==> src/rtl/decode_stage_pkg.sv <==
// ---------------------------------------------------------------------------
// decode_stage_pkg
// Shared constants and types for the RV32I decode stage:
//   - opcode, funct3 and funct7 encodings
//   - ALU control codes (NOP is 0, PASS_B forwards operand B)
//   - immediate-format selector and the immediate builder function
//   - ctrl_t, the per-instruction field/flag bundle held in the output FIFO
// Optional feature macro: DECODE_M_EXT_EN adds the RV32M ALU codes.
// ---------------------------------------------------------------------------
package decode_stage_pkg;

  // Major opcodes
  localparam logic [6:0] OPC_LOAD   = 7'b0000011;
  localparam logic [6:0] OPC_OP_IMM = 7'b0010011;
  localparam logic [6:0] OPC_AUIPC  = 7'b0010111;
  localparam logic [6:0] OPC_STORE  = 7'b0100011;
  localparam logic [6:0] OPC_OP     = 7'b0110011;
  localparam logic [6:0] OPC_LUI    = 7'b0110111;
  localparam logic [6:0] OPC_BRANCH = 7'b1100011;
  localparam logic [6:0] OPC_JALR   = 7'b1100111;
  localparam logic [6:0] OPC_JAL    = 7'b1101111;

  // ALU-type funct3
  localparam logic [2:0] F3_ADD_SUB = 3'b000;
  localparam logic [2:0] F3_SLL     = 3'b001;
  localparam logic [2:0] F3_SLT     = 3'b010;
  localparam logic [2:0] F3_SLTU    = 3'b011;
  localparam logic [2:0] F3_XOR     = 3'b100;
  localparam logic [2:0] F3_SRL_SRA = 3'b101;
  localparam logic [2:0] F3_OR      = 3'b110;
  localparam logic [2:0] F3_AND     = 3'b111;

  // Branch funct3
  localparam logic [2:0] F3_BEQ  = 3'b000;
  localparam logic [2:0] F3_BNE  = 3'b001;
  localparam logic [2:0] F3_BLT  = 3'b100;
  localparam logic [2:0] F3_BGE  = 3'b101;
  localparam logic [2:0] F3_BLTU = 3'b110;
  localparam logic [2:0] F3_BGEU = 3'b111;

  // Load / store / jalr funct3
  localparam logic [2:0] F3_LB   = 3'b000;
  localparam logic [2:0] F3_LH   = 3'b001;
  localparam logic [2:0] F3_LW   = 3'b010;
  localparam logic [2:0] F3_LBU  = 3'b100;
  localparam logic [2:0] F3_LHU  = 3'b101;
  localparam logic [2:0] F3_SB   = 3'b000;
  localparam logic [2:0] F3_SH   = 3'b001;
  localparam logic [2:0] F3_SW   = 3'b010;
  localparam logic [2:0] F3_JALR = 3'b000;

  // funct7 variants
  localparam logic [6:0] F7_BASE = 7'b0000000;
  localparam logic [6:0] F7_ALT  = 7'b0100000;

  // ALU control codes
  localparam logic [4:0] ALU_NOP    = 5'd0;
  localparam logic [4:0] ALU_ADD    = 5'd1;
  localparam logic [4:0] ALU_SUB    = 5'd2;
  localparam logic [4:0] ALU_SLL    = 5'd3;
  localparam logic [4:0] ALU_SLT    = 5'd4;
  localparam logic [4:0] ALU_SLTU   = 5'd5;
  localparam logic [4:0] ALU_XOR    = 5'd6;
  localparam logic [4:0] ALU_SRL    = 5'd7;
  localparam logic [4:0] ALU_SRA    = 5'd8;
  localparam logic [4:0] ALU_OR     = 5'd9;
  localparam logic [4:0] ALU_AND    = 5'd10;
  localparam logic [4:0] ALU_PASS_B = 5'd11;

`ifdef DECODE_M_EXT_EN
  localparam logic [6:0] F7_MULDIV = 7'b0000001;

  localparam logic [2:0] F3_MUL    = 3'b000;
  localparam logic [2:0] F3_MULH   = 3'b001;
  localparam logic [2:0] F3_MULHSU = 3'b010;
  localparam logic [2:0] F3_MULHU  = 3'b011;
  localparam logic [2:0] F3_DIV    = 3'b100;
  localparam logic [2:0] F3_DIVU   = 3'b101;
  localparam logic [2:0] F3_REM    = 3'b110;
  localparam logic [2:0] F3_REMU   = 3'b111;

  localparam logic [4:0] ALU_MUL    = 5'd12;
  localparam logic [4:0] ALU_MULH   = 5'd13;
  localparam logic [4:0] ALU_MULHSU = 5'd14;
  localparam logic [4:0] ALU_MULHU  = 5'd15;
  localparam logic [4:0] ALU_DIV    = 5'd16;
  localparam logic [4:0] ALU_DIVU   = 5'd17;
  localparam logic [4:0] ALU_REM    = 5'd18;
  localparam logic [4:0] ALU_REMU   = 5'd19;
`endif

  // Which immediate layout to extract; IMM_SHAMT is the 5-bit shift amount
  typedef enum logic [2:0] {
    IMM_NONE,
    IMM_I,
    IMM_S,
    IMM_B,
    IMM_U,
    IMM_J,
    IMM_SHAMT
  } imm_sel_t;

  // Raw fields and control flags for one decoded instruction
  typedef struct packed {
    logic [6:0] opcode;
    logic [2:0] funct3;
    logic [6:0] funct7;
    logic [4:0] rs1;
    logic [4:0] rs2;
    logic [4:0] rd;
    logic       src_b_imm;
    logic       writeback;
    logic       mem_read;
    logic       mem_write;
    logic       branch;
    logic       jump;
    logic       illegal;
  } ctrl_t;

  // Assemble the 32-bit sign-extended immediate for the selected format
  function automatic logic [31:0] build_imm(input logic [31:0] inst, input imm_sel_t sel);
    logic [31:0] result;
    case (sel)
      IMM_I:     result = {{20{inst[31]}}, inst[31:20]};
      IMM_S:     result = {{20{inst[31]}}, inst[31:25], inst[11:7]};
      IMM_B:     result = {{19{inst[31]}}, inst[31], inst[7], inst[30:25], inst[11:8], 1'b0};
      IMM_U:     result = {inst[31:12], 12'b0};
      IMM_J:     result = {{11{inst[31]}}, inst[31], inst[19:12], inst[20], inst[30:21], 1'b0};
      IMM_SHAMT: result = {27'b0, inst[24:20]};
      default:   result = 32'b0;
    endcase
    return result;
  endfunction

endpackage

==> src/rtl/decode_comb.sv <==
// ---------------------------------------------------------------------------
// decode_comb
// Purely combinational RV32I instruction decoder.
// Ports:
//   inst    in   32        raw instruction word
//   ctrl    out  ctrl_t    raw fields plus control flags
//   imm     out  XLEN      sign-extended immediate (0 for R-type / illegal)
//   alu_op  out  ALU_OP_W  ALU control code
// Optional feature macro: DECODE_M_EXT_EN enables the RV32M funct7 group;
// without it that group decodes as illegal.
// ---------------------------------------------------------------------------
module decode_comb
  import decode_stage_pkg::*;
#(
  parameter int XLEN     = 32,
  parameter int ALU_OP_W = 5
) (
  input  logic [31:0]         inst,
  output ctrl_t               ctrl,
  output logic [XLEN-1:0]     imm,
  output logic [ALU_OP_W-1:0] alu_op
);

  logic [6:0]  opc;
  logic [2:0]  f3;
  logic [6:0]  f7;
  logic [4:0]  alu_code;
  imm_sel_t    imm_sel;
  logic [31:0] imm32;
  logic        src_b_d;
  logic        wb_d;
  logic        mr_d;
  logic        mw_d;
  logic        br_d;
  logic        jp_d;
  logic        ill_d;

  assign opc = inst[6:0];
  assign f3  = inst[14:12];
  assign f7  = inst[31:25];

  // Main decode. Anything not recognised sets ill_d; the tail of the block
  // then squashes every side-effecting flag so an illegal slot is inert.
  always_comb begin
    alu_code = ALU_NOP;
    imm_sel  = IMM_NONE;
    src_b_d  = 1'b0;
    wb_d     = 1'b0;
    mr_d     = 1'b0;
    mw_d     = 1'b0;
    br_d     = 1'b0;
    jp_d     = 1'b0;
    ill_d    = 1'b0;

    case (opc)
      OPC_OP: begin
        wb_d = 1'b1;
        case (f7)
          F7_BASE: begin
            case (f3)
              F3_ADD_SUB: alu_code = ALU_ADD;
              F3_SLL:     alu_code = ALU_SLL;
              F3_SLT:     alu_code = ALU_SLT;
              F3_SLTU:    alu_code = ALU_SLTU;
              F3_XOR:     alu_code = ALU_XOR;
              F3_SRL_SRA: alu_code = ALU_SRL;
              F3_OR:      alu_code = ALU_OR;
              F3_AND:     alu_code = ALU_AND;
            endcase
          end
          F7_ALT: begin
            case (f3)
              F3_ADD_SUB: alu_code = ALU_SUB;
              F3_SRL_SRA: alu_code = ALU_SRA;
              default:    ill_d    = 1'b1;
            endcase
          end
`ifdef DECODE_M_EXT_EN
          F7_MULDIV: begin
            case (f3)
              F3_MUL:    alu_code = ALU_MUL;
              F3_MULH:   alu_code = ALU_MULH;
              F3_MULHSU: alu_code = ALU_MULHSU;
              F3_MULHU:  alu_code = ALU_MULHU;
              F3_DIV:    alu_code = ALU_DIV;
              F3_DIVU:   alu_code = ALU_DIVU;
              F3_REM:    alu_code = ALU_REM;
              F3_REMU:   alu_code = ALU_REMU;
            endcase
          end
`endif
          default: ill_d = 1'b1;
        endcase
      end

      // Shifts carry their amount in imm[4:0]; the upper bits act as funct7
      // and must name a valid shift variant.
      OPC_OP_IMM: begin
        wb_d    = 1'b1;
        src_b_d = 1'b1;
        imm_sel = IMM_I;
        case (f3)
          F3_ADD_SUB: alu_code = ALU_ADD;
          F3_SLT:     alu_code = ALU_SLT;
          F3_SLTU:    alu_code = ALU_SLTU;
          F3_XOR:     alu_code = ALU_XOR;
          F3_OR:      alu_code = ALU_OR;
          F3_AND:     alu_code = ALU_AND;
          F3_SLL: begin
            imm_sel = IMM_SHAMT;
            if (f7 == F7_BASE) alu_code = ALU_SLL;
            else               ill_d    = 1'b1;
          end
          F3_SRL_SRA: begin
            imm_sel = IMM_SHAMT;
            if (f7 == F7_BASE)     alu_code = ALU_SRL;
            else if (f7 == F7_ALT) alu_code = ALU_SRA;
            else                   ill_d    = 1'b1;
          end
        endcase
      end

      OPC_LOAD: begin
        case (f3)
          F3_LB, F3_LH, F3_LW, F3_LBU, F3_LHU: begin
            mr_d     = 1'b1;
            wb_d     = 1'b1;
            src_b_d  = 1'b1;
            imm_sel  = IMM_I;
            alu_code = ALU_ADD;
          end
          default: ill_d = 1'b1;
        endcase
      end

      OPC_STORE: begin
        case (f3)
          F3_SB, F3_SH, F3_SW: begin
            mw_d     = 1'b1;
            src_b_d  = 1'b1;
            imm_sel  = IMM_S;
            alu_code = ALU_ADD;
          end
          default: ill_d = 1'b1;
        endcase
      end

      // Branches compare rs1 against rs2, so operand B stays a register
      OPC_BRANCH: begin
        br_d    = 1'b1;
        imm_sel = IMM_B;
        case (f3)
          F3_BEQ, F3_BNE:   alu_code = ALU_SUB;
          F3_BLT, F3_BGE:   alu_code = ALU_SLT;
          F3_BLTU, F3_BGEU: alu_code = ALU_SLTU;
          default:          ill_d    = 1'b1;
        endcase
      end

      OPC_JAL: begin
        jp_d     = 1'b1;
        wb_d     = 1'b1;
        src_b_d  = 1'b1;
        imm_sel  = IMM_J;
        alu_code = ALU_ADD;
      end

      OPC_JALR: begin
        if (f3 == F3_JALR) begin
          jp_d     = 1'b1;
          wb_d     = 1'b1;
          src_b_d  = 1'b1;
          imm_sel  = IMM_I;
          alu_code = ALU_ADD;
        end else begin
          ill_d = 1'b1;
        end
      end

      OPC_LUI: begin
        wb_d     = 1'b1;
        src_b_d  = 1'b1;
        imm_sel  = IMM_U;
        alu_code = ALU_PASS_B;
      end

      OPC_AUIPC: begin
        wb_d     = 1'b1;
        src_b_d  = 1'b1;
        imm_sel  = IMM_U;
        alu_code = ALU_ADD;
      end

      default: ill_d = 1'b1;
    endcase

    if (ill_d) begin
      alu_code = ALU_NOP;
      imm_sel  = IMM_NONE;
      src_b_d  = 1'b0;
      wb_d     = 1'b0;
      mr_d     = 1'b0;
      mw_d     = 1'b0;
      br_d     = 1'b0;
      jp_d     = 1'b0;
    end
  end

  assign imm32  = build_imm(inst, imm_sel);
  assign imm    = XLEN'($signed(imm32));
  assign alu_op = ALU_OP_W'(alu_code);

  // Writes to x0 are architecturally discarded, so writeback is dropped here
  always_comb begin
    ctrl.opcode    = opc;
    ctrl.funct3    = f3;
    ctrl.funct7    = f7;
    ctrl.rs1       = inst[19:15];
    ctrl.rs2       = inst[24:20];
    ctrl.rd        = inst[11:7];
    ctrl.src_b_imm = src_b_d;
    ctrl.writeback = wb_d && (inst[11:7] != 5'd0);
    ctrl.mem_read  = mr_d;
    ctrl.mem_write = mw_d;
    ctrl.branch    = br_d;
    ctrl.jump      = jp_d;
    ctrl.illegal   = ill_d;
  end

endmodule

==> src/rtl/decode_stage.sv <==
// ---------------------------------------------------------------------------
// decode_stage
// Registered RV32I decode stage between fetch and execute. Each accepted
// instruction is decoded combinationally and written into a DEPTH-entry
// FIFO; the head entry drives the outputs.
// Ports:
//   clk, rst_n (synchronous, active-low), flush (drop everything this edge)
//   in_valid/in_ready, inst_encoding[31:0], in_pc[XLEN-1:0]   fetch side
//   out_valid/out_ready, pc, opcode, funct3, funct7, rs1, rs2, rd, imm,
//   alu_op, src_b_imm, writeback, mem_read, mem_write, branch, jump,
//   illegal                                                   execute side
// Parameters: XLEN, ALU_OP_W, DEPTH (power of two, >= 2).
// Optional feature macro: DECODE_M_EXT_EN (RV32M decode in decode_comb).
// ---------------------------------------------------------------------------
module decode_stage
  import decode_stage_pkg::*;
#(
  parameter int XLEN     = 32,
  parameter int ALU_OP_W = 5,
  parameter int DEPTH    = 2
) (
  input  logic                clk,
  input  logic                rst_n,
  input  logic                flush,
  input  logic                in_valid,
  output logic                in_ready,
  input  logic [31:0]         inst_encoding,
  input  logic [XLEN-1:0]     in_pc,
  output logic                out_valid,
  input  logic                out_ready,
  output logic [XLEN-1:0]     pc,
  output logic [6:0]          opcode,
  output logic [2:0]          funct3,
  output logic [6:0]          funct7,
  output logic [4:0]          rs1,
  output logic [4:0]          rs2,
  output logic [4:0]          rd,
  output logic [XLEN-1:0]     imm,
  output logic [ALU_OP_W-1:0] alu_op,
  output logic                src_b_imm,
  output logic                writeback,
  output logic                mem_read,
  output logic                mem_write,
  output logic                branch,
  output logic                jump,
  output logic                illegal
);

  localparam int                PTR_W      = $clog2(DEPTH);
  localparam int                CNT_W      = $clog2(DEPTH) + 1;
  localparam logic [CNT_W-1:0]  FULL_COUNT = CNT_W'(DEPTH);

  ctrl_t                dec_ctrl;
  logic [XLEN-1:0]      dec_imm;
  logic [ALU_OP_W-1:0]  dec_alu_op;

  ctrl_t                ctrl_mem [DEPTH];
  logic [XLEN-1:0]      imm_mem  [DEPTH];
  logic [XLEN-1:0]      pc_mem   [DEPTH];
  logic [ALU_OP_W-1:0]  alu_mem  [DEPTH];

  logic [PTR_W-1:0]     wr_ptr;
  logic [PTR_W-1:0]     rd_ptr;
  logic [CNT_W-1:0]     count;
  logic                 push;
  logic                 pop;
  ctrl_t                head;

  decode_comb #(
    .XLEN     (XLEN),
    .ALU_OP_W (ALU_OP_W)
  ) u_decode_comb (
    .inst   (inst_encoding),
    .ctrl   (dec_ctrl),
    .imm    (dec_imm),
    .alu_op (dec_alu_op)
  );

  // Both handshake outputs come from the registered count only, so there is
  // no combinational path from out_ready to in_ready; they are additionally
  // held low while reset is asserted.
  assign in_ready  = rst_n && (count < FULL_COUNT);
  assign out_valid = rst_n && (count != '0);

  assign push = in_valid && in_ready && !flush;
  assign pop  = out_valid && out_ready && !flush;

  // FIFO state. Reset clears the storage as well, so every output reads 0
  // after reset; flush only empties the pointers and count. Pointers wrap
  // naturally because DEPTH is a power of two.
  always_ff @(posedge clk) begin
    if (!rst_n) begin
      wr_ptr <= '0;
      rd_ptr <= '0;
      count  <= '0;
      for (int i = 0; i < DEPTH; i++) begin
        ctrl_mem[i] <= '0;
        imm_mem[i]  <= '0;
        pc_mem[i]   <= '0;
        alu_mem[i]  <= '0;
      end
    end else if (flush) begin
      wr_ptr <= '0;
      rd_ptr <= '0;
      count  <= '0;
    end else begin
      if (push) begin
        ctrl_mem[wr_ptr] <= dec_ctrl;
        imm_mem[wr_ptr]  <= dec_imm;
        pc_mem[wr_ptr]   <= in_pc;
        alu_mem[wr_ptr]  <= dec_alu_op;
        wr_ptr           <= wr_ptr + 1'b1;
      end
      if (pop) begin
        rd_ptr <= rd_ptr + 1'b1;
      end
      case ({push, pop})
        2'b10:   count <= count + 1'b1;
        2'b01:   count <= count - 1'b1;
        default: count <= count;
      endcase
    end
  end

  // Head entry drives the outputs directly from storage
  assign head      = ctrl_mem[rd_ptr];
  assign pc        = pc_mem[rd_ptr];
  assign imm       = imm_mem[rd_ptr];
  assign alu_op    = alu_mem[rd_ptr];
  assign opcode    = head.opcode;
  assign funct3    = head.funct3;
  assign funct7    = head.funct7;
  assign rs1       = head.rs1;
  assign rs2       = head.rs2;
  assign rd        = head.rd;
  assign src_b_imm = head.src_b_imm;
  assign writeback = head.writeback;
  assign mem_read  = head.mem_read;
  assign mem_write = head.mem_write;
  assign branch    = head.branch;
  assign jump      = head.jump;
  assign illegal   = head.illegal;

endmodule

==> config.mk <==
export PLATFORM = sky130hd
export DESIGN_NAME = decode_stage
export DESIGN_NICKNAME = d
export VERILOG_FILES = /design/src/rtl/decode_stage_pkg.sv /design/src/rtl/decode_comb.sv /design/src/rtl/decode_stage.sv
export SDC_FILE = /design/constraint.sdc
export NUM_CORES = 1
export LEC_CHECK = 0
export CELL_PAD_IN_SITES_DETAIL_PLACEMENT = 1
export CELL_PAD_IN_SITES_GLOBAL_PLACEMENT = 1
export CORE_MARGIN = 2
export CORE_UTILIZATION = 47
export DETAILED_ROUTE_END_ITERATION = 6
export GPL_TIMING_DRIVEN = 1
export PLACE_DENSITY_LB_ADDON = 0.1
export SLEW_MARGIN = 10
export SYNTH_ARGS = -nofsm -noshare
export SYNTH_HDL_FRONTEND = slang
export SYNTH_SLANG_ARGS = --single-unit
==> constraint.sdc <==
create_clock -name clk -period 13.65 [get_ports clk]
set_clock_uncertainty 0.15 [all_clocks]
set_input_delay 1.365 -clock clk [delete_from_list [all_inputs] [get_ports clk]]
set_output_delay 1.365 -clock clk [all_outputs]
set_load 0.005 [all_outputs]
; Yosys cells after proc, flatten, opt, wreduce, memory -nomap -nowiden
; Memories as Yosys holds them, arrays and structs flattened. A register that Yosys moved wholly into a read port is not among the register bits.
; Index checks and enable logic that the tools add are counted.
[word_totals]
output_inout_bits = 110
inputBits = 69
latchBits = 0
reg_bits = 4
wordCells = 141
mem_bits_ro = 32
mem_count = 5
ram_bits = 216
[memory_table]
columns = name, depth, word_bits, rd, rd_ports_with_merged_regs, wr, line
row1 = ctrl_mem, 2, 39, 1, 1, 2, decode_stage.sv:57  ; ctrl_t ctrl_mem [DEPTH];
row2 = imm_mem, 2, 32, 1, 1, 2, decode_stage.sv:58  ; logic [XLEN-1:0] imm_mem [DEPTH];
row3 = pc_mem, 2, 32, 1, 1, 2, decode_stage.sv:59  ; logic [XLEN-1:0] pc_mem [DEPTH];
row4 = (no name shown), 8, 4, 1, 0, 0, decode_comb.sv:60  ; case (f3)
row5 = alu_mem, 2, 5, 1, 1, 2, decode_stage.sv:60  ; logic [ALU_OP_W-1:0] alu_mem [DEPTH];
[classes]
n_reduce_logical = 31
eq_ne = 25
bitwise = 1
div = 0
n_addsub = 4
multipliers = 0
magnitude_cmp = 1
shifts = 0
muxes = 71
[ops]
columns = op, n
row1 = 32-bit one-hot mux with 6 select lines, 1
row2 = 5-bit one-hot mux with 8 select lines, 2
row3 = 32-bit two-way mux, 2
row4 = 32-bit OR reduction, 2
row5 = 1-bit two-way mux, 46
row6 = 39-bit two-way mux, 1
row7 = 39-bit OR reduction, 1
row8 = "7-bit by 6-bit == test with 1-bit output, second input constant", 4
row9 = "3-bit == test, second input constant", 7
row10 = "7-bit == test, second input constant", 3
row11 = 3-bit one-hot mux with 7 select lines, 1
row12 = 2-bit OR reduction, 8
row13 = 5-bit two-way mux, 3
row14 = 5-bit OR reduction, 3
row15 = "7-bit by 5-bit == test with 1-bit output, second input constant", 2
row16 = "3-bit by 2-bit == test with 1-bit output, second input constant", 4
row17 = 5-bit one-hot mux with 2 select lines, 1
row18 = 3-bit one-hot mux with 3 select lines, 1
row19 = 4-bit one-hot mux with 2 select lines, 1
row20 = "7-bit by 2-bit == test with 1-bit output, second input constant", 1
row21 = 1-bit logical AND, 7
row22 = 7-bit zero test, 1
row23 = 1-bit one-hot mux with 7 select lines, 1
row24 = "3-bit by 1-bit == test with 1-bit output, second input constant", 2
row25 = other kinds (21), 28

; Logic depth before layout (Yosys ltp)
[depth]
ltp_word = 10
ltp_mapped = 12
depth_no_buf = 9

; Modules after synthesis
; Synthesis repeated with hierarchy kept, for this count alone.
[unflattened]
hier_cells = 841
area_unflattened_um2 = 11098.1
[modules_own_cells]
columns = module, seq_area_each_um2, cells_per_inst, area_per_inst_um2, n_inst
row1 = decode_stage, 6586.3, 633, 9716.8, 1
row2 = decode_comb, 0.0, 208, 1381.3, 1

; Least setup slack after synthesis
; No wires, ideal clock.
[synth_timing]
kind = in2reg
start = input flush
end = memory alu_mem[0][0] (enable)
n_path_buf = 3
t_arrival_ps = 4706
t_required_ps = 13030
setup_slack_ps = 8324
cell_stages = 7
setup_ps = 470
path_cell_list = nand2b_1 buf_2 nor3b_4 nand2b_1 buf_2 clkbuf_1 nand2_1
[synth_rtl]
columns = element, line
row1 = start: declaration, decode_stage.sv:24  ; input logic flush,
row2 = end: declaration, decode_stage.sv:60

==> impl_metrics.json <==
{
  "via_per_inst": 5.58,
  "setup_viol": 0,
  "yosysTopAreaCell": "edfxtp_1",
  "num_rows": 54,
  "cp.required_ns": 13.63,
  "wl_um": 26800,
  "tightest_slew_ns": 1.16,
  "power_frac_clock_pct": 39.1,
  "ff2ff_path_depth": 3,
  "final_nets": 1006,
  "min_path_cells": 2,
  "leakagePower_nw": 5.00,
  "areaGrowthSynthToFinish_pct": 25.8,
  "gr-total-overflow": 0,
  "grt_pass1_vias": 7444,
  "final_core_util_pct": 59.9,
  "cts_tree": "built",
  "status": "finished, final reports clean",
  "startpoint_type": "input pin",
  "yosysMostFrequentCell": "edfxtp_1",
  "p_per_area_nw_per_um2": 113,
  "ys.warnings.count": 0,
  "crit_type": "input pin to flip-flop",
  "finalSetupTns_ns": 0,
  "hold_start": "rd_ptr",
  "routabilityCongestion": 0.838,
  "cts_hold_buf": 0,
  "groute.usage.overall_pct": 22.9,
  "synthesis.nets": 844,
  "drive_gt1_share_pct": 18.8,
  "clock_path_buffers": 3,
  "internal_power_mw": 1.15,
  "p_comb_share_pct": 8.6,
  "clk_latency_ns": 0.51,
  "synth_top_area_share_pct": 62.0,
  "port_buffers": 177,
  "synth_area_leaders": "edfxtp_1 62%, mux2_2 12%, and2_1 4.3%",
  "fmax_mhz": 210,
  "async_flop_share_pct": 0,
  "period_share_pct": 34.9,
  "h-tree-depth": 1,
  "hold_class": "flip-flop to flip-flop",
  "clk_root_buffer_cell": "clkbuf_16",
  "io_pins": 179,
  "switching_share_pct": 22.1,
  "synthesis.area_um2": 10400,
  "clock-sinks": 219,
  "drt_pass1_iterations": 4,
  "power_frac_seq_pct": 52.3,
  "wire_per_inst_um": 21.8,
  "cp_max_fo": 78,
  "postCtsSetupBuffers": 0,
  "drc": 0,
  "clkSlewWorstSetupHoldPaths_ns": 0.06,
  "min_period_ns": 4.77,
  "ir_drop_v": 0.0000788,
  "yosysUniqueCellTypes": 69,
  "post_cts_resized": 0,
  "final-hold-violation-count": 0,
  "synth_edf_count": 214,
  "core-area_um2": 21800,
  "ys_dominant_reg_cell": "edfxtp_1",
  "die_h_um": 153,
  "cts-buffers-inserted": 24,
  "hpwl_um": 17100,
  "die-area_um2": 23300,
  "nFillCells": 2117,
  "drtIter0Drc": 373,
  "syn_inst": 768,
  "relSlewSlack_pct": 23.0,
  "fp.dieW_um": 153,
  "postRouteAntennaNets": 0,
  "yosysSeqAreaShare_pct": 63.0,
  "worstPathArrival_ns": 4.75,
  "reg2reg_slack_ns": 9.71,
  "synthTopCellsByCount": "214 x edfxtp_1, 107 x mux2_2, 72 x and2_1",
  "ys_ff_latch": 219,
  "start_util_pct": 47.6,
  "antenna_cells": 0,
  "switching_power_uw": 326,
  "vias": 6850,
  "cap_viol_max_count": 0,
  "grt_setup_unrepaired": "false",
  "endpoint_kind": "flip-flop",
  "grt_pass1_wl_um": 42400,
  "antenna_found_initial": 0,
  "avgSynthCellArea_um2": 13.5,
  "grt_max_degree": 82,
  "r2r-end": "ctrl_mem[1][25]",
  "slew_viol_final": 0,
  "timing.rr.start": "wr_ptr"
}
## cell families after synthesis
kind of cell,Yosys count,synth area share [%]
other cells,1,0.0362
buf+inv,55,2.32
simple gates,291,16.3
fa+ha+maj,7,0.845
xor+xnor,3,0.254
flops,219,63.0
mux,108,11.7
compound gates,84,5.55
## cell usage in the layout, fill, tap and decap left out, types with 6 or more instances in the layout
cell and instances:
edfxtp_1 214, clkdlybuf4s50_1 177, mux2_2 107, and2_1 72, and3_1 63, nor2_1 53, nand2_1 44, a21oi_1 32
clkbuf_16 24, o21ai_0 11, nand3_1 10, clkinv_1 9, a21o_1 8, nor2b_1 7, ha_1 7, clkbuf_1 7
buf_4 6
## worst max-delay path: stages
cell	delay, ns
clkdlybuf4s50_1	0.63
nand2b_1	0.26
nor3b_4	0.28
buf_4	0.57
nand2b_1	0.23
nand2_4	0.41
buf_4	0.92
## per-layer routing
metal / up-vias / global-route usage (%) / wire length, µm
met2: 187 / 38.7 / 13200
met3: 25 / 3.21 / 1160
met4: 0 / 4.94 / 312
li1: 3165 / - / -
met1: 3473 / 31.8 / 12000
met5: - / 0 / 0
## power groups by stage
stage / Combinational [mW] / Sequential [mW] / Clock [mW]
after global routing: 0.137 / 0.775 / 0.612
after CTS: 0.129 / 0.773 / 0.587
final: 0.128 / 0.772 / 0.578
after detailed placement: 0.127 / 0.787 / 0
after global placement: 0.124 / 0.784 / 0
after floorplan: 0.0523 / 0.785 / 0
## flip-flops by register name (all words and copies together), names as in the netlist, named ones only
signal / count
rd_ptr: 1
ctrl_mem: 78
count: 2
alu_mem: 8
pc_mem: 64
imm_mem: 64
wr_ptr: 1
## per-stage QoR
| stage | total power, mW | cells | worst slack, ns | hold WS, ns | cell area [µm²] |
|---|---|---|---|---|---|
| after CTS | 1.49 | 1227 | 8.90 | 0.366 | 13000 |
| after floorplan | 0.837 | 768 | 8.32 | 0.322 | 10400 |
| after detailed placement | 0.914 | 1184 | 8.37 | 0.364 | 12300 |
| after global routing | 1.52 | 1227 | 8.64 | 0.430 | 13000 |
| after global placement | 0.909 | 1184 | 8.52 | 0.339 | 12300 |
| final | 1.48 | 1227 | 8.88 | 0.364 | 13000 |
## worst max-delay path by stage
stage,depth (start not counted),to,slack (ns),startpoint
3_5_place_dp,7,ctrl_mem[0][20],8.37,rst_n
5_1_grt,7,imm_mem[0][13],8.64,rst_n
6_report,7,ctrl_mem[0][25],8.88,rst_n
4_1_cts,7,imm_mem[0][16],8.90,rst_n
3_3_place_gp,7,ctrl_mem[0][21],8.52,rst_n
2_1_floorplan,7,alu_mem[0][0],8.32,flush
## area by class of cell
| type | count | area (µm²) | area share, % |
|---|---|---|---|
| clock inverters | 12 | 62.6 | 0.480 |
| flip-flops and latches | 219 | 6530 | 50.1 |
| inverters | 8 | 30.0 | 0.230 |
| well taps | 280 | 350 | 2.69 |
| repair buffers | 183 | 1820 | 13.9 |
| multi-input cells | 494 | 3620 | 27.8 |
| clock buffers | 31 | 627 | 4.81 |
Note: power is estimated with default switching activity, not from simulation.
